--- config.mk ---
export PLATFORM = sky130hd
export DESIGN_NAME = summ_complex_arbiter
export DESIGN_NICKNAME = d
export VERILOG_FILES = /design/src/rtl/summ_complex_arbiter_pkg.sv /design/src/rtl/summ_complex_arbiter_adder.sv /design/src/rtl/summ_complex_arbiter.sv
export SDC_FILE = /design/constraint.sdc
export NUM_CORES = 1
export LEC_CHECK = 0
export CAP_MARGIN = 20
export CORE_AREA = 2 2 120 122
export DETAILED_ROUTE_END_ITERATION = 10
export DIE_AREA = 0 0 122 124
export GPL_ROUTABILITY_DRIVEN = 0
export PLACE_DENSITY = 0.79
export SLEW_MARGIN = 15
export SYNTH_ARGS = -nofsm -noshare
export SYNTH_HDL_FRONTEND = slang
export SYNTH_SLANG_ARGS = --single-unit
export TNS_END_PERCENT = 20
--- constraint.sdc ---
create_clock -name clk -period 4.4 [get_ports clk]
set_input_delay 0.66 -clock clk [delete_from_list [all_inputs] [get_ports clk]]
set_output_delay 0.66 -clock clk [all_outputs]
set_load 0.01 [all_outputs]
--- src/rtl/summ_complex_arbiter_pkg.sv ---
// Shared definitions for the complex-adder arbiter: default data width,
// a constant-foldable clog2 helper and the arbitration FSM state type.
package summ_complex_arbiter_pkg;

    localparam int unsigned DATA_W_DEF = 16;

    function automatic int unsigned clog2(input int unsigned value);
        int unsigned width;
        width = 0;
        while ((32'd1 << width) < value) begin
            width = width + 1;
        end
        return width;
    endfunction

    typedef enum logic {
        ST_IDLE  = 1'b0,
        ST_BURST = 1'b1
    } state_e;

endpackage

--- src/rtl/summ_complex_arbiter_adder.sv ---
// Registered complex adder: one cycle latency, enable-gated, no reset.
// Wrap-around arithmetic, no saturation or carry out.
module summComplex
    import summ_complex_arbiter_pkg::*;
#(
    parameter int unsigned DATA_W = DATA_W_DEF
) (
    input  logic              clk,
    input  logic              en_i,
    input  logic [DATA_W-1:0] a_re_i,
    input  logic [DATA_W-1:0] a_im_i,
    input  logic [DATA_W-1:0] b_re_i,
    input  logic [DATA_W-1:0] b_im_i,
    output logic [DATA_W-1:0] sum_re_o,
    output logic [DATA_W-1:0] sum_im_o
);

    logic [DATA_W-1:0] sum_re_q;
    logic [DATA_W-1:0] sum_im_q;

    always_ff @(posedge clk) begin
        if (en_i) begin
            sum_re_q <= a_re_i + b_re_i;
            sum_im_q <= a_im_i + b_im_i;
        end
    end

    assign sum_re_o = sum_re_q;
    assign sum_im_o = sum_im_q;

endmodule

--- src/rtl/summ_complex_arbiter.sv ---
// Packet-granular round-robin arbiter sharing one registered complex adder
// among NUM_REQ requesters; results carry owner ID and last flag.
module summ_complex_arbiter
    import summ_complex_arbiter_pkg::*;
#(
    parameter int unsigned NUM_REQ = 4,
    parameter int unsigned ID_W    = 2,
    parameter int unsigned DATA_W  = DATA_W_DEF
) (
    input  logic                      clk,
    input  logic                      rst_n,
    input  logic [NUM_REQ-1:0]        req_valid,
    input  logic [NUM_REQ-1:0]        req_last,
    input  logic [NUM_REQ*DATA_W-1:0] req_a_i,
    input  logic [NUM_REQ*DATA_W-1:0] req_a_q,
    input  logic [NUM_REQ*DATA_W-1:0] req_b_i,
    input  logic [NUM_REQ*DATA_W-1:0] req_b_q,
    output logic [NUM_REQ-1:0]        req_ready,
    output logic                      out_valid,
    output logic                      out_last,
    output logic [ID_W-1:0]           out_id,
    output logic [DATA_W-1:0]         out_i,
    output logic [DATA_W-1:0]         out_q,
    output logic                      busy
);

    state_e            state_q;
    logic [ID_W-1:0]   rr_ptr_q;
    logic [ID_W-1:0]   owner_q;
    logic              out_valid_q;
    logic              out_last_q;
    logic [ID_W-1:0]   out_id_q;
    logic              have_sum_q;

    logic [ID_W-1:0]   grant_d;
    logic [ID_W-1:0]   ptr_next_d;
    logic              own_valid;
    logic              own_last;
    logic              beat;
    logic [DATA_W-1:0] sel_a_re;
    logic [DATA_W-1:0] sel_a_im;
    logic [DATA_W-1:0] sel_b_re;
    logic [DATA_W-1:0] sel_b_im;
    logic [DATA_W-1:0] sum_re;
    logic [DATA_W-1:0] sum_im;

    // First requesting index at or after ptr, wrapping modulo NUM_REQ.
    function automatic logic [ID_W-1:0] rr_pick(input logic [NUM_REQ-1:0] valid,
                                                input logic [ID_W-1:0]    ptr);
        logic [ID_W-1:0] pick;
        logic            found;
        int unsigned     idx;
        pick  = '0;
        found = 1'b0;
        for (int unsigned i = 0; i < NUM_REQ; i++) begin
            idx = (32'(ptr) + i) % NUM_REQ;
            if (!found && valid[idx]) begin
                pick  = ID_W'(idx);
                found = 1'b1;
            end
        end
        return pick;
    endfunction

    assign grant_d    = rr_pick(req_valid, rr_ptr_q);
    assign ptr_next_d = (owner_q == ID_W'(NUM_REQ - 1)) ? '0 : owner_q + 1'b1;

    always_comb begin
        own_valid = 1'b0;
        own_last  = 1'b0;
        sel_a_re  = '0;
        sel_a_im  = '0;
        sel_b_re  = '0;
        sel_b_im  = '0;
        for (int unsigned k = 0; k < NUM_REQ; k++) begin
            if (owner_q == ID_W'(k)) begin
                own_valid = req_valid[k];
                own_last  = req_last[k];
                sel_a_re  = req_a_i[k*DATA_W +: DATA_W];
                sel_a_im  = req_a_q[k*DATA_W +: DATA_W];
                sel_b_re  = req_b_i[k*DATA_W +: DATA_W];
                sel_b_im  = req_b_q[k*DATA_W +: DATA_W];
            end
        end
    end

    assign beat = (state_q == ST_BURST) && own_valid;

    always_comb begin
        req_ready = '0;
        if (state_q == ST_BURST) begin
            for (int unsigned k = 0; k < NUM_REQ; k++) begin
                req_ready[k] = (owner_q == ID_W'(k));
            end
        end
    end

    always_ff @(posedge clk or negedge rst_n) begin
        if (!rst_n) begin
            state_q     <= ST_IDLE;
            rr_ptr_q    <= '0;
            owner_q     <= '0;
            out_valid_q <= 1'b0;
            out_last_q  <= 1'b0;
            out_id_q    <= '0;
            have_sum_q  <= 1'b0;
        end else begin
            out_valid_q <= beat;
            if (beat) begin
                out_last_q <= own_last;
                out_id_q   <= owner_q;
                have_sum_q <= 1'b1;
            end
            case (state_q)
                ST_IDLE: begin
                    if (|req_valid) begin
                        owner_q <= grant_d;
                        state_q <= ST_BURST;
                    end
                end
                ST_BURST: begin
                    if (beat && own_last) begin
                        rr_ptr_q <= ptr_next_d;
                        state_q  <= ST_IDLE;
                    end
                end
                default: state_q <= ST_IDLE;
            endcase
        end
    end

    summComplex #(
        .DATA_W (DATA_W)
    ) u_adder (
        .clk      (clk),
        .en_i     (beat),
        .a_re_i   (sel_a_re),
        .a_im_i   (sel_a_im),
        .b_re_i   (sel_b_re),
        .b_im_i   (sel_b_im),
        .sum_re_o (sum_re),
        .sum_im_o (sum_im)
    );

    // The adder has no reset; mask its output until a real result exists.
    assign out_i     = have_sum_q ? sum_re : '0;
    assign out_q     = have_sum_q ? sum_im : '0;
    assign out_valid = out_valid_q;
    assign out_last  = out_last_q;
    assign out_id    = out_id_q;
    assign busy      = (state_q == ST_BURST);

endmodule

==> impl_metrics.toml, run 1 <==
[status]
status = "finished, final reports clean"

[finish]
syn_to_final_growth_pct = 71.0
drive_gt1_share_pct = 3.56
fin_area_um2 = 8320
fill_cells = 1251
multi_input_area_um2 = 3460
finish.utilization_pct = 60.6
nets = 1228
final-seq-area_um2 = 1210
diodes = 0

[detailed_routing]
firstDrtPassIters = 5
antenna_left = 0
vias_per_cell = 5.33
wl_per_cell_um = 17.2
drc = 0
wl_mm = 19.1
first_iter_violations = 369
vias = 5904

[floorplanning]
fp.dieH_um = 124
die_w_um = 122
start_util_pct = 35.4
io_pins = 307
rows = 43
dieArea_um2 = 15100
coreArea_um2 = 13700

[global_route]
antenna_found_initial = 0
grt_usage_pct = 23.8
grt_pass1_wl_mm = 28.1
grt_max_degree = 81
grt_overflow = 0
grt_pass1_vias = 5496

[yosys]
yosysTopAreaCell = "edfxtp_1"
synthArstFlopShare_pct = 23.8
synth.avg_cell_area_um2 = 7.48
synth_seq_cells = 42
synth_ff_type = "edfxtp_1"
yosysSeqAreaShare_pct = 24.9
netlist_area_um2 = 4860
synth-edff-count = 32
yosys.area.top_type_share_pct = 19.8
synth.net_count = 952
syn_inst = 650
synth_common_cells = "91 x a21oi_1, 74 x nand2_1, 72 x o21ai_0"
yosysWarnings = 0
ys_types = 55
synth.most_common_cell = "a21oi_1"
synth_top_cells_by_area = "edfxtp_1 20%, a21oi_1 9.4%, a22oi_1 9.3%, ha_1 8.7%, o21ai_0 7.4%"

[pwr]
irDropWorstVdd_mv = 0.386
power.leakage_nw = 3.25
power_density_nw_per_um2 = 770

[clocking]
htreeDepth = 2
cts_resized = 0
ctsHoldBuffers = 0
cts_buffer_depth = 2
cts_buffers = 5
cts.clk_slew.worst_paths_ns = 0.06
clk_latency_ns = 0.28
root_buffer = "clkbuf_16"
post_cts_buffers = 0
cts_sinks = 42
cts_tree = "yes"

[timing]
tightest_slew_ns = 0.873
fmax_mhz = 256
min_period_ns = 3.91
fin_skew_ns = 0.00371
finalCritPeriodShare_pct = 88.9
drv_slew = 0
setup_viol = 0
fin_hold_ws_ns = 0.523
relSlewSlack_pct = 41.8
rsz0062_at_grt = "no"
report.final.hold_viol_count = 0
setup_tns_ns = 0
timing.final.ws_setup_ns = 0.488

[setup_path]
start_kind = "flip-flop"
worst-path-max-fanout = 14
cp_data_required_time_ns = 4.43
worstSetupEndpointType = "flip-flop"
criticalPathCategory = "flip-flop to flip-flop"
arrival_ns = 3.94

[placed_design]
dp_worst_setup_slack_ns = 0.508
dpl_cell_area_um2 = 8130
hpwl_mm = 15.4
port_buffers = 306

[run]
cap_violations = 0

[hold_path]
hp-class = "flip-flop to flip-flop"
[sequential cells by signal, indices dropped and copies added, names as in the netlist]
signal,flops
u_adder.sum_im_o,16
u_adder.sum_re_o,16
out_id,2
owner_q,2
rr_ptr_q,2
busy,1
have_sum_q,1
out_last,1
out_valid,1
[cell usage in the layout (no fill, tap or decap), types with 4 or more instances in the layout]
cell and instances:
clkdlybuf4s50_1 306, a21oi_1 91, nand2_1 74, o21ai_0 72
nor2_1 70, a22oi_1 60, and2_1 36, edfxtp_1 32
ha_1 31, xnor2_1 19, xor2_1 15, a21o_1 11
inv_1 10, dfrtp_1 10, and3_1 6, buf_4 6
a211oi_1 5, nand3_1 5, clkbuf_16 5, o211ai_1 4
buf_12 4
[per-layer routing]
layer	GRT usage (%)	vias up	part of all wire (%)
met1	30.3	2677	42
met5	0	-	0
met4	5.82	0	1.9
li1	-	2927	-
met3	3.53	30	6.8
met2	42.3	270	49
[kinds of logic after synthesis]
kind of cell / after synthesis / synth area share, %
AOI/OAI and AO/OA: 270 / 34.2
and+or+nand+nor: 207 / 19.6
buffers and inverters: 57 / 4.58
DFF: 42 / 24.9
adders and majority gates: 36 / 9.57
xor gates and xnor gates: 34 / 6.12
muxes: 4 / 1.05
[metrics by stage]
step                total power (W)  instances
detailed placement          0.00590       1099
global placement            0.00582       1099
CTS                         0.00639       1107
floorplan                   0.00426        650
finish                      0.00641       1107
global route                0.00697       1107
[layout make-up]
type / count / area share, %
clock buffer: 5 / 1.50
inverter: 10 / 0.451
clock inverter: 3 / 0.767
multi-input combinational: 551 / 41.7
timing repair buffer: 316 / 38.3
tap: 180 / 2.71
sequential: 42 / 14.6
[critical path: stages (launching register included)]
cell,delay [ns]
dfrtp_1,0.46
inv_1,0.12
ha_2,0.32
nor2b_4,0.42
buf_4,0.26
a22oi_1,0.08
nor2_1,0.11
a21oi_1,0.05
o21ai_0,0.35
ha_1,0.30
a21o_1,0.18
a211oi_2,0.26
a21oi_1,0.14
nor2_1,0.24
nor4b_1,0.08
a311o_1,0.27
[power by group]
group          internal, W  leakage [nW]  switching, W  total, W
sequential        0.000902         0.421     0.0000834  0.000986
combinational      0.00225          2.74       0.00269   0.00494
clock             0.000323        0.0915      0.000152  0.000475
[path summary, 6_finish.rpt]
path | from | to | slack (ns) | cells past startpoint
max in group asynchronous | rst_n | out_id[0] | 3.41 | 1
min in group asynchronous | rst_n | out_last | 0.68 | 1
hold / removal | out_id[1] | out_id[1] | 0.52 | 1
setup reg to reg | owner_q[1] | u_adder.sum_re_o[13] | 0.49 | 15
hold reg to reg | out_id[1] | out_id[1] | 0.52 | 1
setup / recovery | owner_q[1] | u_adder.sum_re_o[13] | 0.49 | 15
Power figures use the tool's default switching activity.
==> inputs of run 2 (changes only) <==
CTS_CLUSTER_DIAMETER = 120   (was not set)
==> results of run 2 <==
Same layout as run 1: the final DEF is identical, and so are final timing and power.
